## src/rtl/dma_pkg.sv

```systemverilog
// Shared DMA definitions: bus size codes, address modes, channel FSM states,
// and small helpers for address alignment, stepping and halfword lane packing.
package dma_pkg;

  localparam logic [1:0] MEM_SIZE_HALF = 2'b01;
  localparam logic [1:0] MEM_SIZE_WORD = 2'b10;

  localparam logic [1:0] DMA_ADDR_INC        = 2'b00;
  localparam logic [1:0] DMA_ADDR_DEC        = 2'b01;
  localparam logic [1:0] DMA_ADDR_FIXED      = 2'b10;
  localparam logic [1:0] DMA_ADDR_INC_RELOAD = 2'b11;

  typedef enum logic [2:0] {
    DMA_IDLE,
    DMA_WAIT_GNT,
    DMA_RD_A,
    DMA_WR_A,
    DMA_LAST_D
  } dma_state_t;

  function automatic logic [31:0] dma_align(input logic [31:0] addr, input logic word);
    return word ? {addr[31:2], 2'b00} : {addr[31:1], 1'b0};
  endfunction

  function automatic logic [31:0] dma_step(input logic word);
    return word ? 32'd4 : 32'd2;
  endfunction

  // Halfword units take the lane selected by the source address and
  // replicate it so the destination lane does not matter to the bus.
  function automatic logic [31:0] dma_pack_wdata(input logic [31:0] rdata,
                                                 input logic        word,
                                                 input logic        upper);
    logic [15:0] half;
    half = upper ? rdata[31:16] : rdata[15:0];
    return word ? rdata : {half, half};
  endfunction

endpackage

```

## src/rtl/dma_addr_gen.sv

```systemverilog
// One DMA address generator (source or destination).
// Ports:
//   clock, reset - system clock, synchronous active-high reset
//   load         - latch base/word/mode (aligned) for a new transfer
//   base         - start address from configuration
//   word         - 1 = 4-byte units, 0 = 2-byte units
//   mode         - inc / dec / fixed / inc-reload
//   step         - advance after an accepted address phase
//   addr         - current address
module dma_addr_gen
  import dma_pkg::*;
(
  input  logic        clock,
  input  logic        reset,
  input  logic        load,
  input  logic [31:0] base,
  input  logic        word,
  input  logic [1:0]  mode,
  input  logic        step,
  output logic [31:0] addr
);

  logic       word_q;
  logic [1:0] mode_q;

  always_ff @(posedge clock) begin
    if (reset) begin
      addr   <= '0;
      word_q <= 1'b0;
      mode_q <= DMA_ADDR_INC;
    end else if (load) begin
      addr   <= dma_align(base, word);
      word_q <= word;
      mode_q <= mode;
    end else if (step) begin
      case (mode_q)
        DMA_ADDR_DEC:   addr <= addr - dma_step(word_q);
        DMA_ADDR_FIXED: addr <= addr;
        default:        addr <= addr + dma_step(word_q);
      endcase
    end
  end

endmodule

```

## src/rtl/dma_channel.sv

```systemverilog
// Single DMA channel: copies halfword/word units from source to destination
// over the pipelined memory bus (address phase N, data phase N+1).
// Ports:
//   clock, reset        - system clock, synchronous active-high reset
//   cfg_*               - transfer configuration, sampled on accepted start
//   start               - one-cycle request, honoured only when idle
//   busy, done          - transfer in progress / one-cycle completion pulse
//   bus_req, bus_grant  - arbiter handshake
//   bus_addr/size/write - address phase outputs
//   bus_wdata           - write data (data phase)
//   bus_rdata           - read data (data phase)
//   bus_pause           - stall, current cycle not accepted
module dma_channel
  import dma_pkg::*;
#(
  parameter int unsigned CNT_WIDTH = 14
) (
  input  logic                 clock,
  input  logic                 reset,
  input  logic [31:0]          cfg_src,
  input  logic [31:0]          cfg_dst,
  input  logic [CNT_WIDTH-1:0] cfg_count,
  input  logic                 cfg_word,
  input  logic [1:0]           cfg_src_mode,
  input  logic [1:0]           cfg_dst_mode,
  input  logic                 start,
  output logic                 busy,
  output logic                 done,
  output logic                 bus_req,
  input  logic                 bus_grant,
  output logic [31:0]          bus_addr,
  output logic [1:0]           bus_size,
  output logic                 bus_write,
  output logic [31:0]          bus_wdata,
  input  logic [31:0]          bus_rdata,
  input  logic                 bus_pause
);

  localparam logic [CNT_WIDTH:0] CNT_ONE  = {{CNT_WIDTH{1'b0}}, 1'b1};
  localparam logic [CNT_WIDTH:0] CNT_FULL = {1'b1, {CNT_WIDTH{1'b0}}};

  dma_state_t         state;
  logic [CNT_WIDTH:0] remaining;
  logic [31:0]        src_addr;
  logic [31:0]        dst_addr;
  logic [31:0]        rd_addr;   // address of the most recent source read
  logic               word_q;
  logic               load;
  logic               src_step;
  logic               dst_step;

  // Bus outputs are registered for the state being entered, so each
  // generator steps on the same edge that copies its address onto the bus.
  always_comb begin
    load     = (state == DMA_IDLE) && start;
    src_step = 1'b0;
    dst_step = 1'b0;
    if (!bus_pause) begin
      case (state)
        DMA_WAIT_GNT: src_step = bus_grant;
        DMA_RD_A:     dst_step = bus_grant;
        DMA_WR_A:     src_step = (remaining != CNT_ONE);
        default:      ;
      endcase
    end
  end

  dma_addr_gen u_src (
    .clock (clock),
    .reset (reset),
    .load  (load),
    .base  (cfg_src),
    .word  (cfg_word),
    .mode  (cfg_src_mode),
    .step  (src_step),
    .addr  (src_addr)
  );

  dma_addr_gen u_dst (
    .clock (clock),
    .reset (reset),
    .load  (load),
    .base  (cfg_dst),
    .word  (cfg_word),
    .mode  (cfg_dst_mode),
    .step  (dst_step),
    .addr  (dst_addr)
  );

  always_ff @(posedge clock) begin
    if (reset) begin
      state     <= DMA_IDLE;
      busy      <= 1'b0;
      done      <= 1'b0;
      bus_req   <= 1'b0;
      bus_write <= 1'b0;
      bus_addr  <= '0;
      bus_size  <= MEM_SIZE_HALF;
      bus_wdata <= '0;
      remaining <= '0;
      rd_addr   <= '0;
      word_q    <= 1'b0;
    end else begin
      case (state)
        DMA_IDLE: begin
          done <= 1'b0;
          if (start) begin
            state     <= DMA_WAIT_GNT;
            busy      <= 1'b1;
            bus_req   <= 1'b1;
            bus_write <= 1'b0;
            word_q    <= cfg_word;
            bus_size  <= cfg_word ? MEM_SIZE_WORD : MEM_SIZE_HALF;
            // Waiting for grant looks like a harmless read of the first source.
            bus_addr  <= dma_align(cfg_src, cfg_word);
            remaining <= (cfg_count == '0) ? CNT_FULL : {1'b0, cfg_count};
          end
        end

        DMA_WAIT_GNT: begin
          if (!bus_pause && bus_grant) begin
            state    <= DMA_RD_A;
            bus_addr <= src_addr;
            rd_addr  <= src_addr;
          end
        end

        DMA_RD_A: begin
          if (!bus_pause && bus_grant) begin
            state     <= DMA_WR_A;
            bus_addr  <= dst_addr;
            bus_write <= 1'b1;
          end
        end

        DMA_WR_A: begin
          if (!bus_pause) begin
            bus_wdata <= dma_pack_wdata(bus_rdata, word_q, rd_addr[1]);
            remaining <= remaining - CNT_ONE;
            bus_write <= 1'b0;
            if (remaining == CNT_ONE) begin
              state    <= DMA_LAST_D;
              bus_addr <= rd_addr;
            end else begin
              state    <= DMA_RD_A;
              bus_addr <= src_addr;
              rd_addr  <= src_addr;
            end
          end
        end

        DMA_LAST_D: begin
          if (!bus_pause) begin
            state   <= DMA_IDLE;
            done    <= 1'b1;
            busy    <= 1'b0;
            bus_req <= 1'b0;
          end
        end

        default: state <= DMA_IDLE;
      endcase
    end
  end

endmodule

```

## config.mk

```make
export PLATFORM = sky130hd
export DESIGN_NAME = dma_channel
export DESIGN_NICKNAME = d
export VERILOG_FILES = /design/src/rtl/dma_pkg.sv /design/src/rtl/dma_addr_gen.sv /design/src/rtl/dma_channel.sv
export SDC_FILE = /design/constraint.sdc
export NUM_CORES = 1
export LEC_CHECK = 0
export ABC_AREA = 1
export BUFFER_PORTS_ARGS = -buffer_cell sky130_fd_sc_hd__buf_2
export CORE_ASPECT_RATIO = 1.1
export CORE_MARGIN = 2
export CORE_UTILIZATION = 35
export CTS_BUF_LIST = sky130_fd_sc_hd__clkbuf_4 sky130_fd_sc_hd__clkbuf_8 sky130_fd_sc_hd__clkbuf_16
export CTS_CLUSTER_SIZE = 25
export DETAILED_ROUTE_END_ITERATION = 12
export GPL_TIMING_DRIVEN = 0
export PLACE_DENSITY = 0.58
export SLEW_MARGIN = 20
export SYNTH_ARGS = -nofsm -noshare
export SYNTH_HDL_FRONTEND = slang
export SYNTH_SLANG_ARGS = --single-unit
```

## constraint.sdc

```tcl
create_clock -name clock -period 2.53 [get_ports clock]
set_input_delay 0.3795 -clock clock [delete_from_list [all_inputs] [get_ports clock]]
set_output_delay 0.3795 -clock clock [all_outputs]
set_load 0.05 [all_outputs]
```

# Word level (Yosys, flattened, before mapping)
# Index checks and enable logic that the tools add are counted.
[totals]
word_cells = 103
reg_bits = 189
output_inout_bits = 70
in_bits = 120
[classes]
reduce_logical = 23
n_addsub = 5
n_mux = 42
bitwise_logic = 1
eq_ne = 17
[ops]
columns = ["operator", "n"]
rows = [
  ["$mux W32", 10],
  ["$pmux W32 S2", 3],
  ["$pmux W32 S4", 1],
  ["$add A32 B32 Y32", 2],
  ["$sub A32 B32 Y32", 2],
  ["$mux W15", 3],
  ["$pmux W15 S2", 1],
  ["$mux W3", 7],
  ["$mux W16", 1],
  ["$eq A15 B1 Y1 const B", 1],
  ["$ne A15 B1 Y1 const B", 1],
  ["$pmux W3 S5", 1],
  ["$sub A15 B1 Y15 const B", 1],
  ["$logic_not A14 Y1", 1],
  ["$ne A2 B2 Y1 const B", 7],
  ["$reduce_and A2 Y1", 5],
  ["$reduce_and A5 Y1", 2],
  ["$reduce_bool A2 Y1", 5],
  ["$reduce_and A3 Y1", 3],
  ["$mux W1", 8],
  ["$eq A3 B2 Y1 const B", 2],
  ["$mux W2", 3],
  ["$pmux W1 S2", 3],
  ["$eq A2 B1 Y1 const B", 2],
  ["other kinds (11)", 13],
]

# Longest topological paths before layout
# Gate-level depths: netlist of run 1.
[logic_depth]
word_depth = 5
mapped_depth = 21
ltp_nobuf = 18

# Hierarchy
# Synthesis of run 1 repeated with hierarchy kept, for this count alone.
[hier_totals]
hier_cells = 2412
hier_area_um2 = 13990.9
[modules_own_cells]
columns = ["mod", "instances", "seq_area_each_um2", "cells_per_inst", "area_per_inst_um2"]
rows = [
  ["dma_addr_gen", 2, 680.7, 688, 3736.1],
  ["dma_channel", 1, 2382.3, 1036, 6518.8],
]

# Least setup slack after synthesis of run 1
# OpenSTA, ideal clock, no wires.
[synth_path]
path_type = "register to register"
start = "register u_dst.mode_q[1]"
end = "register u_dst.addr[16]"
setup_time_ns = 0.132
path_buffers = 3
period_less_slack_ns = 2.502
arrival_time_ns = 2.370
slack_ns = 0.028
required_ns = 2.398
stages_incl_launch_ff = 19
path_cell_list = "dfxtp_1 inv_4 nand2_4 buf_8 buf_6 buf_2 nor2_1 ha_1 inv_1 o21ai_0 nand2_1 nand2_1 nand2_1 o21ai_1 nand2_1 nand3_1 nand2_1 o21ai_0 a21oi_1"
[synth_via]
elab_chain_len = 4
word_cells_on_any_way = 7
classes_between = "3 x eq/ne; 3 x mux; 1 x reduce/logical"
[synth_rtl]
columns = ["element", "line", "source"]
rows = [
  ["start, declared", "dma_addr_gen.sv:24", "logic [1:0] mode_q;"],
  ["start signal, assigned", "dma_addr_gen.sv:34", "mode_q <= mode;"],
  ["$eq A2 B2 Y1 / $eq A2 B1 Y1 (equally long branches)", "dma_addr_gen.sv:36", "case (mode_q)"],
  ["$pmux W32 S2", "dma_addr_gen.sv:36", ""],
  ["$mux W32", "dma_addr_gen.sv:35", "end else if (step) begin"],
  ["$mux W32", "dma_addr_gen.sv:31", "end else if (load) begin"],
  ["end signal, assigned", "dma_addr_gen.sv:32", "addr <= dma_align(base, word);"],
  ["end signal, assigned", "dma_addr_gen.sv:37", "DMA_ADDR_DEC: addr <= addr - dma_step(word_q);"],
  ["end signal, assigned", "dma_addr_gen.sv:38", "DMA_ADDR_FIXED: addr <= addr;"],
  ["end, declared", "dma_addr_gen.sv:20", "output logic [31:0] addr"],
]
# Parallel ways exist; a longest one is shown, timed or not. The select of a mux whose other input is x is not followed.
# A chain may end at the register's enable or synchronous reset.

# Final worst setup path of run 1
[layout_path]
start = "register u_src.mode_q[0]"
end = "register u_src.addr[19]"
[layout_via]
elab_chain_len = 4
word_cells_on_any_way = 7
classes_between = "3 x eq/ne; 3 x mux; 1 x reduce/logical"
[layout_rtl]
columns = ["element", "line"]
rows = [
  ["start, declared", "dma_addr_gen.sv:24"],
  ["start signal, assigned", "dma_addr_gen.sv:34"],
  ["$eq A2 B2 Y1 / $eq A2 B1 Y1 (equally long branches)", "dma_addr_gen.sv:36"],
  ["$pmux W32 S2", "dma_addr_gen.sv:36"],
  ["$mux W32", "dma_addr_gen.sv:35"],
  ["$mux W32", "dma_addr_gen.sv:31"],
  ["end signal, assigned", "dma_addr_gen.sv:32"],
  ["end signal, assigned", "dma_addr_gen.sv:37"],
  ["end signal, assigned", "dma_addr_gen.sv:38"],
  ["end, declared", "dma_addr_gen.sv:20"],
]
# Parallel ways exist; a longest one is shown, timed or not. The select of a mux whose other input is x is not followed.

==> results of run 1 <==
## final cells by class
type	instances	share of cell area (%)
inverters	227	5.553
flip-flops and latches	185	23.83
repair buffers	213	7.639
plain buffers	115	4.036
clock buffers	17	2.728
diodes	2	0.03210
well taps	487	3.908
clock inverters	15	1.131
multi-input cells	1637	51.14
## per-stage QoR
stage	TNS, ns	utilization [%]	hold slack (ns)	cell area (sq um)
after floorplan	0	-	0.4247	12950
after global placement	-38.33	39.87	0.4355	14490
after detailed placement	-40.88	39.87	0.4410	14490
after CTS	0	42.16	0.1690	15330
after global routing	-0.007824	42.89	0.1972	15590
final	0	42.89	0.1846	15590
## cells by family (layout without fill, tap and decap cells)
logic type | Yosys count | after routing | share of synthesized area (%)
adder cells (fa/ha/maj) | 8 | 8 | 0.7731
flip-flops | 185 | 185 | 28.60
XOR/XNOR | 18 | 18 | 1.217
AO/OA/AOI/OAI | 546 | 546 | 23.95
AND/OR/NAND/NOR | 1065 | 1065 | 34.24
other | 0 | 2 | 0
buffers and inverters | 348 | 587 | 11.22
## placed cells by master (no fill, tap or decap), types with 6 or more instances in the layout
cell | netlist | layout
clkbuf_2 | 0 | 8
clkbuf_16 | 0 | 18
o211ai_1 | 6 | 6
inv_1 | 210 | 209
a221oi_1 | 11 | 11
xor2_1 | 14 | 14
nand2_1 | 593 | 569
nand3_1 | 141 | 133
nand3_2 | 1 | 8
buf_2 | 28 | 214
nor2_1 | 239 | 231
buf_4 | 12 | 32
ha_1 | 8 | 7
o21bai_1 | 7 | 7
nor3_1 | 27 | 27
o2111ai_1 | 25 | 25
a31oi_1 | 6 | 6
a41oi_1 | 40 | 40
a21oi_1 | 242 | 240
nand2_2 | 21 | 43
o21ai_0 | 186 | 184
nor2_2 | 16 | 23
inv_2 | 15 | 14
clkbuf_1 | 64 | 56
dfxtp_1 | 185 | 181
nor2_4 | 8 | 9
## synth_stat cells, types with 14 or more instances
cell type  instances
inv_1            210
clkbuf_1          64
o2111ai_1         25
nand2_1          593
a41oi_1           40
dfxtp_1          185
o21ai_0          186
nor2_1           239
a21oi_1          242
inv_2             15
xor2_1            14
buf_2             28
nor3_1            27
nand3_1          141
nand2_2           21
nor2_2            16
## critical path: cells and delay by family, from the launching register on
kind                     cells  cell delay (ns)
AND/OR/NAND/NOR             14             1.30
buffers and inverters        2             0.25
AO/OA/AOI/OAI                1             0.06
adder cells (fa/ha/maj)      1             0.33
flip-flops                   1             0.32
## state kept, by name (all words and copies together), names as in the netlist, 3 cells and up
signal and count:
bus_addr 32, bus_wdata 32, rd_addr 32, u_dst.addr 31, u_src.addr 31, remaining 15, state 3
## worst max path at each step
stage	slack, ns	end	depth (start not counted)
after global placement	-0.95	u_src.addr[26]	17
after detailed placement	-1.02	u_dst.addr[16]	15
after floorplan	0.03	u_dst.addr[16]	18
after global routing	-0.008	u_src.addr[24]	17
after CTS	0.0006	u_dst.addr[25]	19
final	0.11	u_src.addr[19]	18
## metal layers
metal	vias to the layer above	global-route usage, %
li1	7637	-
met1	7166	35.45
met2	530	46.77
met3	92	3.940
met4	0	12.74
met5	-	0
## timing repair
item / CTS / global route
resized for setup: 47 / 56
buffers inserted: 7 / 17
gates cloned: 2 / 0
pin swaps: 8 / 10
endpoints found under the setup margin: 58 / 65
## power groups by stage
stage	registers (uW)	logic [uW]	clock network, uW
after CTS	4640	11800	2810
after floorplan	5170	7450	0
final	4690	12300	2780
after detailed placement	4690	11500	0
after global placement	4680	11500	0
after global routing	4780	13500	2920
==> metrics, run 1 <==
hold buffers post-CTS 0; critical path cell sequence buf_6, nand2_4, buf_12, nor2_1, ha_1, nand2_1, nand2_1, nor2_2, nor2_2, nand3_1, nand2_2, nand2_1, nand2_2, nand2_1, nand3_1, nand3_1, nand2_1, a21oi_1; combinational share of power 62.2%; hold path startpoint cfg_word; share of layout cells above drive strength 1 17.43%; CP max-delay cell ha_1; DP HPWL 43,640 um; Yosys cell types 46; H-tree depth 4; Hold Path Sink word_q; critical path startpoint category flop; met1 wire length about 24,000 um; R2R setup slack roughly 0.11 ns; Die W 187.4 um; Post-synth EDFFs 0; fin nets between 2,000 and 3,000; sequential share of power between 20% and 30%; Final Hold Vio Count 0; TritonCTS buffer count 17; Critical Path End Type flop; post-synth design cell area 12,950 sq um; area of the multi-input gates ~8000 sq um; Sw Ratio 55.46%; Initial Util a little over a third; PnR worst setup slack 0.1117 ns; Detail Route met2 WL about 26,000 um; Crit Reg-Reg Endpoint u_src.addr[19]; RR Startpoint u_src.mode_q[0]; Slew Limit Fails 0; Max Root-Sink Buffers 2; via count 15,430; max_slew headroom between 40 and 50%; Yosys warnings 0; syn nets 2,298; clock root buffer clkbuf_16; DIE HEIGHT 205.7 um; main flop type after synthesis dfxtp_1; DIE AREA 38,550 sq um; CP startpoint u_src.mode_q[0]; total gr overflow 0; routed wl met3 3140 um; Area growth syn-to-layout 20.42%; worst path arrival time 2.73 ns; Initial DRT Pass Iterations 6; largest net degree at the start of global routing 21; initial antenna violation count 1; Residual DRC 0; vias per cell 5.323; HP Class in -> reg; DR iter-0 viols 1,346; final non-filler cell total 2,898; clock power share between 10% and 20%; total power divided by cell area 1265 nW/um^2; FFs w/ async S/R, synth 0%; Core Area 36,350 sq um; maximum VDD drop 546.6 uV; FILL cells 4,103; CTS tree yes; Worst Tran Pin Value between 0.8 and 0.9 ns; CP most frequent cell nand2_1; PortBufs 187; Clock Latency Late Sink between 0.4 and 0.5 ns; maxcap violations 0; Gate Count Post-Synth 2,170; status finished, final reports clean; pre-CTS WS -1.018 ns; vias in the first global route approximately 15,000; Final ANT Viol Nets 0; Worst-path clk slew 0.08 ns; Max FO, Critical Path 7; # rows 73; CTS Sinks 185; R2R cell count 18; Seq/Total Area, Yosys 28.60%; sequential cell area 3716 sq um; Placer Congestion 0.9622; most area-hungry cell type in the Yosys netlist dfxtp_1; num ports 190; skew final 0.01702 ns; switching power approximately 11,000 uW; routed length per placed instance about 19 um; Final period util 95.59%; Total Wirelength 54,730 um; Global Route Usage Sum 27.83%; post-layout min period approximately 2.4 ns; synthesized area per cell 5.967 sq um; Lkg Pwr 0.007072 uW; Max Clk Rate approximately 410 MHz; count of final setup violators 0; #FFs+latches synth 185; Worst path max stage delay 0.33 ns; Internal Pwr Total slightly below 9000 uW; Crit Path Category reg -> reg; Pwr Total 19,730 uW; Max Used Layer met4; hold-critical path depth 3; post-synth top area share 28.60%; Synth area leaders dfxtp_1 29%, nand2_1 17%, a21oi_1 9.4%, o21ai_0 7.2%, nor2_1 6.9%; placed cells around 2,800; required time of the critical path 2.84 ns; first-pass GRT wire length 82,790 um
Power figures use the tool's default switching activity.
==> inputs of run 2 (changes only) <==
- PLACE_DENSITY: 0.58 -> 0.56
- SKIP_LAST_GASP: default -> 1
- clock period: 2.53 -> 2.8 ns (I/O delays scaled with it)
==> run 2 against run 1 <==
Effect of this change:
- critical path depth fell by 7
- sequential cell count did not move
- clock-buffer cell count rose by 1
- first-iteration DRC count rose by 12%
- maximum frequency fell by 9.8%
- clock power fell by 9.7%
- sequential share of layout area rose by 0.61 points
- utilization fell by 1.1 points
- non-clock buffer count fell by 21
- power fell by 12%
- global-route usage fell by 0.77 points
==> metrics, run 2 (synthesis gave the netlist of run 1 again) <==
diode count 0 (-2); Max Clk Rate 373.0 MHz (-9.8%); maximum VDD drop 480.8 uV (-12%); maxcap violations 0 (unchanged); first-pass GRT wire length 80,380 um (-2.9%); total power divided by cell area 1144 nW/um^2 (-9.6%); max_slew headroom 34.39% (-8.1 points); CP max-delay cell buf_1; clock root buffer clkbuf_16; vias in the first global route 14,190 (-3.1%); R2R setup slack 0.12 ns (about the same); Max Root-Sink Buffers 2 (unchanged); Pwr Total 17,360 uW (-12%); skew final 0.01844 ns (+0.001418 ns); fin util 41.75% (-1.1 points); TritonCTS buffer count 17 (unchanged); DP HPWL 43,410 um (-0.52%); routed length per placed instance 18.59 um (-1.5%); Top Registers bus_addr: 32 flops, bus_wdata: 32 flops, rd_addr: 32 flops; FILL cells 4,116 (+0.32%); HP Class in -> reg; DR iter-0 viols 1,508 (+12%); Worst path max stage delay 0.76 ns (+0.43 ns); DIE HEIGHT 205.7 um (unchanged); fin nets 2,503 (-0.83%); Worst-path clk slew 0.07 ns (about the same); routed wl met3 3287 um (+4.7%); Max FO, Critical Path 10 (+3); Final Hold Vio Count 0 (unchanged); most frequent cells in the layout 585 x nand2_1, 242 x a21oi_1, 236 x nor2_1; Lkg Pwr 0.006876 uW (-2.8%); critical path startpoint category flop; Global Route Usage Sum 27.06% (-0.77 points); total gr overflow 0 (unchanged); hold buffers post-CTS 0 (unchanged); Total Wirelength 53,420 um (-2.4%); via count 15,290 (-0.87%); CTS Sinks 185 (unchanged); Initial DRT Pass Iterations 7 (+1); largest net degree at the start of global routing 29 (+38%); DIE AREA 38,550 sq um (unchanged); Detail Route met2 WL 24,910 um (-3.0%); Worst Tran Pin Value 0.9842 ns (+0.1216 ns); critical path cell sequence nor2_2, inv_2, nor2_1, inv_2, nor2_4, inv_2, buf_2, buf_1, nand3_1, nand2_1, a21oi_1; worst path arrival time 2.99 ns (+0.26 ns); Clock Latency Late Sink 0.46 ns (about the same); Die W 187.4 um (unchanged); R2R cell count 11 (-7); Crit Path Category reg -> reg; Final period util 95.74% (+0.16 points); Residual DRC 0 (unchanged); post-layout min period 2.681 ns (+0.2625 ns); commonest non-fill, non-tap cell in the layout nand2_1; Crit Reg-Reg Endpoint u_src.addr[25]; met1 wire length 23,560 um (-1.0%); Critical Path End Type flop; H-tree depth 4 (unchanged); status finished, final reports clean; RR Startpoint state[0]; hold path startpoint cfg_dst[2]; Hold Path Sink u_dst.addr[2]; share of layout cells above drive strength 1 14.84% (-2.6 points); Placer Congestion 0.9783 (+1.7%); Initial Util 35.62% (unchanged); RSZ-0062 raised after global routing yes; Core Area 36,350 sq um (unchanged); # rows 73 (unchanged); Max Used Layer met4; initial antenna violation count 1 (unchanged); Area growth syn-to-layout 17.21%; Final ANT Viol Nets 0 (unchanged); Slew Limit Fails 0 (unchanged); vias per cell 5.322 (about the same); CTS tree yes; count of final setup violators 0 (unchanged); num ports 190 (unchanged); PortBufs 187 (unchanged); CP most frequent cell inv_2; hold-critical path depth 3 (unchanged); required time of the critical path 3.11 ns (+0.27 ns)
[run 2: repair_timing]
action	in CTS	in global routing
setup endpoints to repair	55	27
gates resized for setup	15	18
setup buffers	1	3
pin swaps	0	5
cloned	0	1
[run 2: how the worst max path moves through the flow]
stage	startpoint	end	slack, ns	depth (start not counted)
6_report	state[0]	u_src.addr[25]	0.12	11
5_1_grt	u_dst.mode_q[0]	u_dst.addr[30]	-0.03	19
4_1_cts	word_q	u_dst.addr[26]	-0.02	17
3_5_place_dp	word_q	u_dst.addr[16]	-0.72	15
3_3_place_gp	word_q	u_dst.addr[16]	-0.73	15
2_1_floorplan	u_dst.mode_q[1]	u_dst.addr[16]	0.30	18
[run 2: layout make-up]
type	instances	area, sq um	share of cell area [%]
clock buffer	18	439.2	2.894
multi-input combinational	1637	7845	51.69
clock inverter	12	141.4	0.9316
timing repair buffer	192	991.0	6.529
buffer	115	583.1	3.842
inverter	227	858.3	5.655
tap	487	609.3	4.015
sequential	185	3710	24.44
[run 2: stage by stage]
stage | worst slack [ns] | hold WS, ns | TNS [ns] | instances | area, sq um
floorplan | 0.2982 | 0.4247 | 0 | 2170 | 12950
global placement | -0.7346 | 0.4351 | -20.22 | 2844 | 14490
detailed placement | -0.7225 | 0.4416 | -21.85 | 2844 | 14490
CTS | -0.02152 | 0.2248 | -0.02152 | 2870 | 15080
global route | -0.03105 | 0.2311 | -0.08532 | 2873 | 15180
finish | 0.1192 | 0.2380 | 0 | 2873 | 15180
[run 2: report_power, final]
part	switching (uW)	leakage, uW	internal [uW]
sequential	763	0.00152	3440
combinational	7610	0.00508	3030
clock	1170	0.000278	1340
total	9540	0.00688	7820
[run 2: layer usage]
layer	vias to the layer above	GRT usage (%)
met5	-	0
li1	7587	-
met2	558	45.61
met1	7060	35.51
met3	86	3.906
met4	0	9.196
[run 2: worst max-delay path: cells and delay by family (launching register included)]
kind,cells,cell delay [ns]
DFF,1,0.47
AOI/OAI and AO/OA,1,0.06
and+or+nand+nor,5,0.64
buffers and inverters,5,1.36
